### config.mk
export PLATFORM = sky130hd
export DESIGN_NAME = junction_sequencer_flat
export DESIGN_NICKNAME = d
export VERILOG_FILES = /design/src/rtl/junction_sequencer_if.sv /design/src/rtl/junction_sequencer.sv /design/src/flat_wrapper.sv
export SDC_FILE = /design/constraint.sdc
export NUM_CORES = 1
export LEC_CHECK = 0
export ABC_AREA = 0
export CAP_MARGIN = 20
export CELL_PAD_IN_SITES_DETAIL_PLACEMENT = 1
export CELL_PAD_IN_SITES_GLOBAL_PLACEMENT = 1
export CORE_ASPECT_RATIO = 1.75
export CORE_UTILIZATION = 28
export CTS_BUF_LIST = sky130_fd_sc_hd__clkbuf_8
export DETAILED_ROUTE_END_ITERATION = 7
export GPL_TIMING_DRIVEN = 0
export PLACE_DENSITY = 0.9
export SLEW_MARGIN = 5
export SYNTH_ARGS = -nofsm -noshare
export SYNTH_HDL_FRONTEND = slang
export SYNTH_SLANG_ARGS = --single-unit
export TNS_END_PERCENT = 30
### constraint.sdc
create_clock -name clk -period 2.2 [get_ports clk]
set_clock_uncertainty 0.15 [all_clocks]
set_input_delay 0.33 -clock clk [delete_from_list [all_inputs] [get_ports clk]]
set_output_delay 0.33 -clock clk [all_outputs]
set_load 0.05 [all_outputs]
### src/rtl/junction_sequencer_if.sv
// Signal bundle between the junction sequencer, its timing source, the adaptation
// block and the lamp drivers.
interface junction_sequencer_if;
    logic       tick;
    logic [7:0] TGn;
    logic [7:0] TGe;
    logic [7:0] TGs;
    logic [7:0] TGw;
    logic [7:0] N_n;
    logic [7:0] N_e;
    logic [7:0] N_s;
    logic [7:0] N_w;
    logic       emg_req;
    logic [1:0] emg_road;
    logic [1:0] next_road;
    logic [1:0] light_n;
    logic [1:0] light_e;
    logic [1:0] light_s;
    logic [1:0] light_w;
    logic [7:0] remaining;

    modport master (
        output tick, TGn, TGe, TGs, TGw, N_n, N_e, N_s, N_w, emg_req, emg_road,
        input  next_road, light_n, light_e, light_s, light_w, remaining
    );

    modport slave (
        input  tick, TGn, TGe, TGs, TGw, N_n, N_e, N_s, N_w, emg_req, emg_road,
        output next_road, light_n, light_e, light_s, light_w, remaining
    );
endinterface

### src/rtl/junction_sequencer.sv
// Four-road junction sequencer: ALL_RED -> GREEN -> YELLOW per road, with emergency pre-emption.
// Optional SKIP_EMPTY_EN: the successor road skips roads whose queued-vehicle count is zero.
module junction_sequencer #(
    parameter int unsigned YELLOW_T = 3,
    parameter int unsigned ALLRED_T = 1
) (
    input logic                 clk,
    input logic                 reset,
    junction_sequencer_if.slave bus
);
    localparam int unsigned CW = 8;
    localparam int unsigned RW = 2;

    typedef enum logic [1:0] {
        ALL_RED = 2'd0,
        GREEN   = 2'd1,
        YELLOW  = 2'd2
    } state_t;

    state_t        state, state_nxt;
    logic [RW-1:0] cur, cur_nxt;
    logic [RW-1:0] succ;
    logic [RW-1:0] road_go;
    logic [RW-1:0] emg_tgt, tgt_nxt;
    logic          emg_pend, pend_nxt;
    logic [CW-1:0] cnt, cnt_nxt;
    logic          phase_end, phase_dec;
    logic [7:0]    lamps, lamps_nxt;
    logic [CW-1:0] tg [4];

    always_comb begin
        tg[0] = bus.TGn;
        tg[1] = bus.TGe;
        tg[2] = bus.TGs;
        tg[3] = bus.TGw;
    end

`ifdef SKIP_EMPTY_EN
    logic [CW-1:0] queue_len [4];

    always_comb begin
        queue_len[0] = bus.N_n;
        queue_len[1] = bus.N_e;
        queue_len[2] = bus.N_s;
        queue_len[3] = bus.N_w;
    end

    // Nearest occupied road after cur wins; plain rotation when nothing is queued elsewhere.
    always_comb begin
        succ = RW'(cur + RW'(1));
        for (int k = 3; k >= 1; k--) begin
            if (queue_len[RW'(cur + RW'(k))] != '0) begin
                succ = RW'(cur + RW'(k));
            end
        end
    end
`else
    always_comb begin
        succ = RW'(cur + RW'(1));
    end
`endif

    // Next-state logic; an emergency target is latched so a one-cycle request is not lost.
    always_comb begin
        state_nxt = state;
        cur_nxt   = cur;
        cnt_nxt   = cnt;
        pend_nxt  = emg_pend;
        tgt_nxt   = emg_tgt;
        road_go   = cur;
        phase_end = bus.tick && (cnt == CW'(1));
        phase_dec = bus.tick && (cnt > CW'(1));

        case (state)
            ALL_RED: begin
                if (bus.emg_req) begin
                    pend_nxt = 1'b1;
                    tgt_nxt  = bus.emg_road;
                end
                if (phase_end) begin
                    road_go   = bus.emg_req ? bus.emg_road : (emg_pend ? emg_tgt : cur);
                    state_nxt = GREEN;
                    cur_nxt   = road_go;
                    cnt_nxt   = (tg[road_go] == '0) ? CW'(1) : tg[road_go];
                    pend_nxt  = 1'b0;
                end else if (phase_dec) begin
                    cnt_nxt = cnt - CW'(1);
                end
            end
            GREEN: begin
                if (bus.emg_req && (bus.emg_road != cur)) begin
                    state_nxt = YELLOW;
                    cnt_nxt   = CW'(YELLOW_T);
                    pend_nxt  = 1'b1;
                    tgt_nxt   = bus.emg_road;
                end else if (bus.emg_req) begin
                    cnt_nxt = cnt;
                end else if (phase_end) begin
                    state_nxt = YELLOW;
                    cnt_nxt   = CW'(YELLOW_T);
                end else if (phase_dec) begin
                    cnt_nxt = cnt - CW'(1);
                end
            end
            YELLOW: begin
                if (bus.emg_req) begin
                    pend_nxt = 1'b1;
                    tgt_nxt  = bus.emg_road;
                end
                if (phase_end) begin
                    road_go   = bus.emg_req ? bus.emg_road : (emg_pend ? emg_tgt : succ);
                    state_nxt = ALL_RED;
                    cur_nxt   = road_go;
                    cnt_nxt   = CW'(ALLRED_T);
                    pend_nxt  = 1'b0;
                end else if (phase_dec) begin
                    cnt_nxt = cnt - CW'(1);
                end
            end
            default: begin
                state_nxt = ALL_RED;
                cur_nxt   = '0;
                cnt_nxt   = CW'(ALLRED_T);
                pend_nxt  = 1'b0;
                tgt_nxt   = '0;
            end
        endcase
    end

    // Lamp codes decoded from the upcoming state so the lamp flops track the phase exactly.
    always_comb begin
        lamps_nxt = '0;
        if (state_nxt == GREEN) begin
            lamps_nxt[{cur_nxt, 1'b0} +: 2] = 2'b10;
        end else if (state_nxt == YELLOW) begin
            lamps_nxt[{cur_nxt, 1'b0} +: 2] = 2'b01;
        end
    end

    always_ff @(posedge clk or negedge reset) begin
        if (!reset) begin
            state    <= ALL_RED;
            cur      <= '0;
            cnt      <= CW'(ALLRED_T);
            emg_pend <= 1'b0;
            emg_tgt  <= '0;
            lamps    <= '0;
        end else begin
            state    <= state_nxt;
            cur      <= cur_nxt;
            cnt      <= cnt_nxt;
            emg_pend <= pend_nxt;
            emg_tgt  <= tgt_nxt;
            lamps    <= lamps_nxt;
        end
    end

    assign bus.next_road = cur;
    assign bus.remaining = cnt;
    assign bus.light_n   = lamps[1:0];
    assign bus.light_e   = lamps[3:2];
    assign bus.light_s   = lamps[5:4];
    assign bus.light_w   = lamps[7:6];
endmodule

### src/flat_wrapper.sv
// flat-port wrapper written by rule: the top's interface ports become plain ports
module junction_sequencer_flat 
#(
    parameter int unsigned YELLOW_T = 3,
    parameter int unsigned ALLRED_T = 1
)
  (clk, reset, bus_tick, bus_TGn, bus_TGe, bus_TGs, bus_TGw, bus_N_n, bus_N_e, bus_N_s, bus_N_w, bus_emg_req, bus_emg_road, bus_next_road, bus_light_n, bus_light_e, bus_light_s, bus_light_w, bus_remaining);
  junction_sequencer_if bus_i ();
  input logic clk;
  input logic reset;
  input wire logic [$bits(bus_i.tick)-1:0] bus_tick;
  input wire logic [$bits(bus_i.TGn)-1:0] bus_TGn;
  input wire logic [$bits(bus_i.TGe)-1:0] bus_TGe;
  input wire logic [$bits(bus_i.TGs)-1:0] bus_TGs;
  input wire logic [$bits(bus_i.TGw)-1:0] bus_TGw;
  input wire logic [$bits(bus_i.N_n)-1:0] bus_N_n;
  input wire logic [$bits(bus_i.N_e)-1:0] bus_N_e;
  input wire logic [$bits(bus_i.N_s)-1:0] bus_N_s;
  input wire logic [$bits(bus_i.N_w)-1:0] bus_N_w;
  input wire logic [$bits(bus_i.emg_req)-1:0] bus_emg_req;
  input wire logic [$bits(bus_i.emg_road)-1:0] bus_emg_road;
  output wire logic [$bits(bus_i.next_road)-1:0] bus_next_road;
  output wire logic [$bits(bus_i.light_n)-1:0] bus_light_n;
  output wire logic [$bits(bus_i.light_e)-1:0] bus_light_e;
  output wire logic [$bits(bus_i.light_s)-1:0] bus_light_s;
  output wire logic [$bits(bus_i.light_w)-1:0] bus_light_w;
  output wire logic [$bits(bus_i.remaining)-1:0] bus_remaining;
  assign bus_i.tick = bus_tick;
  assign bus_i.TGn = bus_TGn;
  assign bus_i.TGe = bus_TGe;
  assign bus_i.TGs = bus_TGs;
  assign bus_i.TGw = bus_TGw;
  assign bus_i.N_n = bus_N_n;
  assign bus_i.N_e = bus_N_e;
  assign bus_i.N_s = bus_N_s;
  assign bus_i.N_w = bus_N_w;
  assign bus_i.emg_req = bus_emg_req;
  assign bus_i.emg_road = bus_emg_road;
  assign bus_next_road = bus_i.next_road;
  assign bus_light_n = bus_i.light_n;
  assign bus_light_e = bus_i.light_e;
  assign bus_light_s = bus_i.light_s;
  assign bus_light_w = bus_i.light_w;
  assign bus_remaining = bus_i.remaining;
  junction_sequencer #(.YELLOW_T(YELLOW_T), .ALLRED_T(ALLRED_T)) u_core (.clk(clk), .reset(reset), .bus(bus_i));
endmodule
# Yosys cells after proc, flatten, opt, wreduce, memory -nomap -nowiden
# Cells that the tools add are included.
# totals
register_bits,23
in_bits,70
out_inout_bits,18
elab_cells,68
# classes
n_addsub,3
order_cmp,2
n_eq_ne,10
shift,3
mux,33
bitwise,3
n_reduce_logical,8
# op_table
cell,n
2-to-1 mux 8 bit,11
2-to-1 mux 2 bit,13
case mux 8 bit (3 select lines),1
AND 8 bit,2
binary-select mux 8 bit (select 2 bit),1
variable part select 2 x 5 -> 8 bit (first input constant),2
case mux 2 bit (3 select lines),2
== test 8 x 1 -> 1 bit (second input constant),1
greater-than comparator 8 x 1 -> 1 bit (second input constant),1
zero test 8 bit,1
variable shift 2 x 5 -> 8 bit (first input constant),1
subtractor 8 x 1 -> 8 bit (second input constant),1
negator 3 -> 5 bit,1
== test 2 x 1 -> 1 bit (second input constant),2
== test 2 bit (second input constant),2
inequality test 2 x 1 -> 1 bit (second input constant),2
case mux 2 bit (2 select lines),1
AND reduction 2 bit,2
greater-or-equal comparator 3 bit (second input constant),1
logical AND 1 bit,3
2-to-1 mux 1 bit,3
inequality test 3 x 1 -> 1 bit (second input constant),1
inequality test 3 x 2 -> 1 bit (second input constant),1
NOT 2 -> 3 bit,1
other kinds (5),5

# Longest topological paths before layout
# Gate-level depths: netlist (run 1).
# logic_depth
depth_word,10
mapped_depth,10
ltp_nobuf,9

# Least setup slack after synthesis (run 1)
# OpenSTA, ideal clock, no wires.
# synth_timing
path_type,flip-flop to flip-flop
start,"register u_core.cur[0], in the netlist u_core.bus.next_road[0]"
end,"register u_core.cnt[0], in the netlist u_core.bus.remaining[0]"
setup_ns,0.077
arrival_time_ns,2.297
required_ns,1.973
path_slack_ns,-0.324
stages_incl_launch_ff,8
path_buffers,1
period_less_slack_ns,2.524
path_cell_list,dfrtp_1 mux2i_1 o21ai_1 buf_6 mux4_2 nor4bb_1 nand4_1 a31oi_1
# synth_via
elab_chain_len,10
word_cells_on_any_way,14
cone_classes,2 x eq/ne; 9 x mux; 1 x bitwise; 2 x reduce/logical
# synth_rtl
item,line_no,rtl
start: declaration,junction_sequencer.sv:21,"logic [RW-1:0] cur, cur_nxt;"
start signal: assignment,junction_sequencer.sv:150,cur <= cur_nxt;
2-to-1 mux 2 bit (2 in series),junction_sequencer.sv:81,road_go = bus.emg_req ? bus.emg_road : (emg_pend ? emg_tgt : cur);
NOT 2 -> 3 bit (not written as such),junction_sequencer.sv:84,cnt_nxt = (tg[road_go] == '0) ? CW'(1) : tg[road_go];
binary-select mux 8 bit (select 2 bit),junction_sequencer.sv:84,
2-to-1 mux 8 bit (not written as such) (2 in series),junction_sequencer.sv:84,
zero test 8 bit,junction_sequencer.sv:84,
2-to-1 mux 8 bit,junction_sequencer.sv:84,
2-to-1 mux 8 bit,junction_sequencer.sv:80,if (phase_end) begin
case mux 8 bit (3 select lines),junction_sequencer.sv:74,case (state)
end signal: assignment,junction_sequencer.sv:144,cnt <= CW'(ALLRED_T);
end signal: assignment,junction_sequencer.sv:151,cnt <= cnt_nxt;
end: declaration,junction_sequencer.sv:26,"logic [CW-1:0] cnt, cnt_nxt;"
# Several ways; a longest one is shown, not always the timed one. The select of a mux whose other input is x is not followed.
# A chain may end at the register's enable or synchronous reset.

# Worst setup path in the final report (run 1)
# layout_timing
start,register u_core.emg_pend
end,"register u_core.cnt[0], in the netlist u_core.bus.remaining[0]"
# layout_via
elab_chain_len,10
# layout_rtl
item,line_no,rtl
start: declaration,junction_sequencer.sv:25,"logic emg_pend, pend_nxt;"
start signal: assignment,junction_sequencer.sv:152,emg_pend <= pend_nxt;
2-to-1 mux 2 bit * (2 in series),junction_sequencer.sv:81,
NOT 2 -> 3 bit (not written as such) *,junction_sequencer.sv:84,
binary-select mux 8 bit (select 2 bit) *,junction_sequencer.sv:84,
2-to-1 mux 8 bit (not written as such) * (2 in series),junction_sequencer.sv:84,
zero test 8 bit,junction_sequencer.sv:84,
2-to-1 mux 8 bit *,junction_sequencer.sv:84,
2-to-1 mux 8 bit *,junction_sequencer.sv:80,
case mux 8 bit (3 select lines) *,junction_sequencer.sv:74,
# Every way passes the cells marked *; elsewhere a longest branch is shown, timed or not. The select of a mux whose other input is x is not followed.

==> flow_summary.json, run 1 <==
{
  "period_minus_slack_ns": 2.374,
  "core-area_um2": 6490,
  "arrival_ns": 2.43,
  "syn_to_final_growth_pct": 56.55,
  "setup_viol": 15,
  "r2r_start": "u_core.emg_pend",
  "cts_max_level": 1,
  "clk_latency_ns": 0.27,
  "syn_area_per_cell_um2": 9.505,
  "violations": "setup timing",
  "rsz0062_at_grt": "yes",
  "cts_root_buffer": "clkbuf_8",
  "cellInternalPower_mw": 1.707,
  "pin_count": 88,
  "dp_cells": 333,
  "rr_worst_depth": 8,
  "ant_nets": 0,
  "power_switching_mw": 1.617,
  "vias": 1884,
  "fin_tns_setup_ns": -1.397,
  "syn_area_um2": 1863,
  "startpoint_type": "flop",
  "cts_sinks": 23,
  "grt_usage_pct": 18.60,
  "max_freq_mhz": 421.3,
  "start_util_pct": 28.71,
  "synth-seq-cells": 23,
  "finalWorstSetupSlack_ns": -0.1735,
  "place_area_um2": 2556,
  "grt_pass1_vias": 2123,
  "cp_max_fo": 6,
  "p_clk_share_pct": 8.4,
  "power.density_nw_per_um2": 1140,
  "tightest_slew_ns": 0.7253,
  "r2r_setup_slack_ns": -0.17,
  "dp_hpwl_mm": 4.620,
  "combPwrFrac_pct": 70.0,
  "synth_flop_cell": "dfrtp_1",
  "stdcell_count": 360,
  "leakage_nw": 1.213,
  "synth-edff-count": 0,
  "synth.area.top_cells": "dfrtp_1, mux2i_1, mux4_2",
  "clk_path_buf_depth": 2,
  "fin_area_um2": 2917,
  "firstDrtPassIters": 4,
  "vias_per_cell": 5.233,
  "synth_warnings": 0,
  "antenna_cells": 0,
  "ir_drop_uv": 677.0,
  "crit_required_ns": 2.25,
  "drc_errors": 0,
  "synth_nets": 268,
  "ys_seq_area_share_pct": 30.96,
  "die_w_um": 63.66,
  "hold_buffers": 0,
  "wl_mm": 6.272,
  "synth_top_area_share_pct": 29.55,
  "first_iter_violations": 64,
  "status": "finished, violations left",
  "die_y_um": 109.9,
  "relSlewSlack_pct": 51.20,
  "clk_pin_slew_ns": 0.10,
  "overflow": 0,
  "whs_ns": 0.2479,
  "seqPwrFrac_pct": 21.6,
  "synth_largest_area_cell": "dfrtp_1",
  "swShare_pct": 48.66,
  "io_buffer_count": 54,
  "async_flop_share_pct": 100.0,
  "path_class": "reg -> reg",
  "maxCapViolations": 0,
  "grt_max_degree": 24,
  "pre_cts_slack_ns": -0.7657,
  "r2r-end": "u_core.bus.remaining[0]",
  "final_cell_mix": "clkdlybuf4s50_1, buf_4, dfrtp_1, nand2_1, mux2i_1",
  "gp_congestion": 0.8085,
  "post-route-period-util_pct": 107.9,
  "die_area_um2": 6997,
  "numCtsBuffers": 3,
  "mostFrequentLayoutCell": "clkdlybuf4s50_1",
  "wire_per_inst_um": 17.42,
  "slew_viol_final": 0,
  "cts_tree": "done",
  "timing.final.hold_violations": 0,
  "n_fill_cell": 740,
  "holdCritPathClass": "in -> async",
  "cp-end-kind": "flop",
  "fin_nets": 351,
  "yosysUniqueCellTypes": 57,
  "antenna_found_initial": 0,
  "grt_pass1_wl_mm": 10.08,
  "rows": 39,
  "drive_above_1_share_pct": 32.01,
  "synthesis.instances": 196
}
[repair_timing]
action | 4_1_cts | 5_1_grt
endpoints found under the setup margin | 18 | 17
resized for setup | 21 | 16
pin swaps | 7 | 12
setup buffers | 15 | 8
[cells in the mapped netlist (2+ instances only)]
cell type,instances
a21boi_0,2
a21o_1,3
a21oi_1,8
a32oi_1,2
and3_1,2
buf_2,4
buf_6,3
clkbuf_1,3
dfrtp_1,22
ha_1,2
inv_1,6
inv_2,2
mux2_2,2
mux2i_1,16
mux4_2,7
nand2_1,16
nand2b_1,3
nand3_1,5
nand3b_1,2
nor2_1,18
nor2b_1,2
nor3_1,6
nor3_4,2
nor3b_2,4
nor4_1,2
nor4bb_1,2
o21a_1,2
o21ai_0,12
o21ai_1,5
o22ai_1,2
xnor2_1,2
xor2_1,2
[logic make-up (layout without fill, tap and decap cells)]
| family | count (synthesis) | count (layout) | synth area share (%) |
|---|---|---|---|
| compound gates | 49 | 49 | 18.07 |
| mux | 26 | 26 | 19.48 |
| simple gates | 72 | 72 | 22.57 |
| xor+xnor | 4 | 4 | 1.881 |
| flops | 23 | 23 | 30.96 |
| buf+inv | 20 | 102 | 5.708 |
| fa+ha+maj | 2 | 2 | 1.343 |
[worst max-delay path by stage]
stage | start | slack [ns] | cells past startpoint | to
after CTS | u_core.emg_pend | -0.19 | 8 | u_core.bus.remaining[0]
final | u_core.emg_pend | -0.17 | 8 | u_core.bus.remaining[0]
after detailed placement | bus_emg_req | -0.77 | 9 | u_core.bus.remaining[0]
after floorplan | u_core.bus.remaining[5] | -0.14 | 6 | u_core.bus.remaining[1]
after global placement | bus_emg_req | -0.96 | 6 | u_core.bus.remaining[7]
after global routing | u_core.emg_pend | -0.28 | 8 | u_core.bus.remaining[0]
[power by group through the flow]
| stage | Clock [mW] | Combinational, mW | Sequential (mW) |
|---|---|---|---|
| floorplan | 0 | 1.09 | 1.02 |
| global placement | 0 | 1.88 | 0.719 |
| detailed placement | 0 | 1.95 | 0.731 |
| CTS | 0.280 | 2.17 | 0.712 |
| global route | 0.301 | 2.48 | 0.741 |
| finish | 0.278 | 2.33 | 0.719 |
[layer usage]
metal | routed length, um | up-vias | part of all wire (%) | GRT usage [%]
met5 | 0 | - | 0 | 0
met4 | 297 | 0 | 4.7 | 8.604
met3 | 170 | 23 | 2.7 | 2.178
met2 | 3583 | 49 | 57 | 37.77
met1 | 2220 | 920 | 35 | 18.05
li1 | - | 892 | - | -
[worst max-delay path, stage by stage (launching register included)]
cell	delay [ns]
dfrtp_1	0.38
buf_6	0.14
mux2i_2	0.16
o21ai_4	0.20
buf_6	0.15
mux4_2	0.53
nor4bb_2	0.28
nand4_1	0.13
a31oi_1	0.20
[stage by stage]
| stage | util (%) | total power [mW] |
|---|---|---|
| after floorplan | - | 2.117 |
| after global placement | 39.23 | 2.597 |
| after detailed placement | 39.39 | 2.681 |
| after CTS | 42.72 | 3.160 |
| after global routing | 44.94 | 3.526 |
| final | 44.94 | 3.324 |
[flip-flops by register name (all words and copies together), names as in the netlist]
register / count
u_core.bus.remaining: 8
u_core.lamps: 8
u_core.bus.next_road: 2
u_core.emg_tgt: 2
u_core.state: 2
u_core.emg_pend: 1
[final cells by class]
| cell class | instances | area [um2] | share of cell area, % |
|---|---|---|---|
| buffer | 10 | 83.83 | 2.874 |
| clock buffer | 3 | 41.29 | 1.416 |
| clock inverter | 1 | 5.005 | 0.1716 |
| inverter | 9 | 35.03 | 1.201 |
| multi-input combinational | 153 | 1313 | 45.00 |
| sequential | 23 | 583.1 | 19.99 |
| tap | 82 | 102.6 | 3.518 |
| timing repair buffer | 79 | 753.2 | 25.83 |
Power figures use the tool's default switching activity.
==> inputs of run 2 (changes only) <==
REMOVE_ABC_BUFFERS = 1   (was not set)
==> flow_summary.json, run 2 (synthesis results as in run 1) <==
{
  "rsz0062_at_grt": "yes",
  "met2_usage_pct": 39.36,
  "ir_drop_uv": 476.0,
  "antenna_found_initial": 0,
  "core-area_um2": 6490,
  "gp_congestion": 0.7973,
  "whs_ns": 0.2786,
  "leakage_nw": 1.168,
  "hold_buffers": 0,
  "die_w_um": 63.66,
  "status": "finished, violations left",
  "arrival_ns": 2.35,
  "ant_nets": 0,
  "syn_to_final_growth_pct": 51.18,
  "wl_mm": 6.381,
  "grt_max_degree": 24,
  "setup_viol": 14,
  "pin_count": 88,
  "rows": 39,
  "drive_above_1_share_pct": 30.26,
  "cts_max_level": 1,
  "vias_per_cell": 5.323,
  "overflow": 0,
  "tightest_slew_ns": 0.6071,
  "path_class": "reg -> reg",
  "grt_pass1_wl_mm": 10.43,
  "mostFrequentLayoutCell": "clkdlybuf4s50_1",
  "grt_usage_pct": 19.50,
  "cts_sinks": 23,
  "final_cell_mix": "clkdlybuf4s50_1, buf_4, nand2_1, mux2i_1, dfrtp_1",
  "relSlewSlack_pct": 59.40,
  "cts_tree": "done",
  "holdCritPathClass": "in -> async",
  "first_iter_violations": 100,
  "firstDrtPassIters": 5,
  "power.density_nw_per_um2": 1140,
  "numCtsBuffers": 3,
  "violations": "setup timing",
  "startpoint_type": "flop",
  "dp_hpwl_mm": 4.415,
  "fin_nets": 344,
  "fin_tns_setup_ns": -1.162,
  "met3_usage_pct": 1.349,
  "io_buffer_count": 55,
  "p_total_mw": 3.212,
  "die_y_um": 109.9,
  "wire_per_inst_um": 18.08,
  "cts_root_buffer": "clkbuf_8",
  "cp-end-kind": "flop",
  "pre_cts_slack_ns": -0.9672,
  "finalWorstSetupSlack_ns": -0.1384,
  "die_area_um2": 6997,
  "clk_path_buf_depth": 2,
  "clk_pin_slew_ns": 0.09,
  "max_freq_mhz": 427.6,
  "cp_max_fo": 5,
  "drc_errors": 0,
  "crit_required_ns": 2.21,
  "maxCapViolations": 0,
  "clk_latency_ns": 0.28,
  "busiest_layer": "met2",
  "period_minus_slack_ns": 2.338,
  "antenna_cells": 0,
  "vias": 1879,
  "post-route-period-util_pct": 106.3,
  "start_util_pct": 28.71,
  "grt_pass1_vias": 2126,
  "timing.final.hold_violations": 0,
  "slew_viol_final": 0,
  "met1_usage_pct": 18.97
}
-- run 2: cell types whose count changed in the layout (fill, tap and decap cells not counted), sizes merged --
cell           change
clkdlybuf4s15      +1
clkdlybuf4s50      -2
a21o               +1
buf                -5
clkbuf             -3
clkdlybuf4s18      -1
dlygate4sd2        +2
-- run 2: metal layers --
layer	vias to the layer above	routed length [um]
met5	-	0
met4	0	245
met3	19	101
met2	40	3824
met1	945	2210
li1	875	-
-- run 2: critical path: stages, from the launching register on --
cell and delay [ns]:
dfrtp_2 0.42, or4_4 0.60, nor3_4 0.30, buf_4 0.18, buf_4 0.13, nor2_2 0.06, a21boi_0 0.13, o21ai_1 0.17
o21ai_1 0.09
-- run 2: worst paths after layout --
check,startpoint,endpoint,slack (ns),depth (start not counted)
hold / removal,reset,u_core.emg_tgt[0],0.28,1
min in group clk,bus_emg_road[0],u_core.emg_tgt[0],0.38,3
setup / recovery,u_core.bus.remaining[4],u_core.bus.remaining[5],-0.14,8
setup reg to reg,u_core.bus.remaining[4],u_core.bus.remaining[5],-0.14,8
hold reg to reg,u_core.bus.remaining[1],u_core.bus.remaining[1],0.41,2
max in group asynchronous,reset,u_core.bus.remaining[0],1.04,2
-- run 2: through the flow --
step | cells | util [%] | area, um2
6_report | 353 | 43.40 | 2816
5_1_grt | 353 | 43.40 | 2816
3_3_place_gp | 322 | 37.65 | 2444
2_1_floorplan | 185 | - | 1790
4_1_cts | 350 | 42.45 | 2755
3_5_place_dp | 324 | 37.84 | 2456
-- run 2: cell type report --
type / count / area (um2)
clock buffers: 3 / 41.29
multi-input cells: 154 / 1296
inverters: 9 / 35.03
flip-flops and latches: 23 / 584.3
repair buffers: 81 / 752.0
well taps: 82 / 102.6
fillers: 742 / 3674
clock inverters: 1 / 5.005
-- run 2: power breakdown --
part / internal [mW] / leakage, nW / switching (mW) / total [mW]
registers: 0.569 / 0.290 / 0.253 / 0.821
logic: 0.920 / 0.853 / 1.19 / 2.11
clock network: 0.127 / 0.0255 / 0.154 / 0.281
-- run 2: repair_timing --
action,in CTS,in global routing
setup endpoints to repair,23,19
cloned,1,0
gates resized for setup,34,9
pin swaps,12,7
buffers inserted,21,2
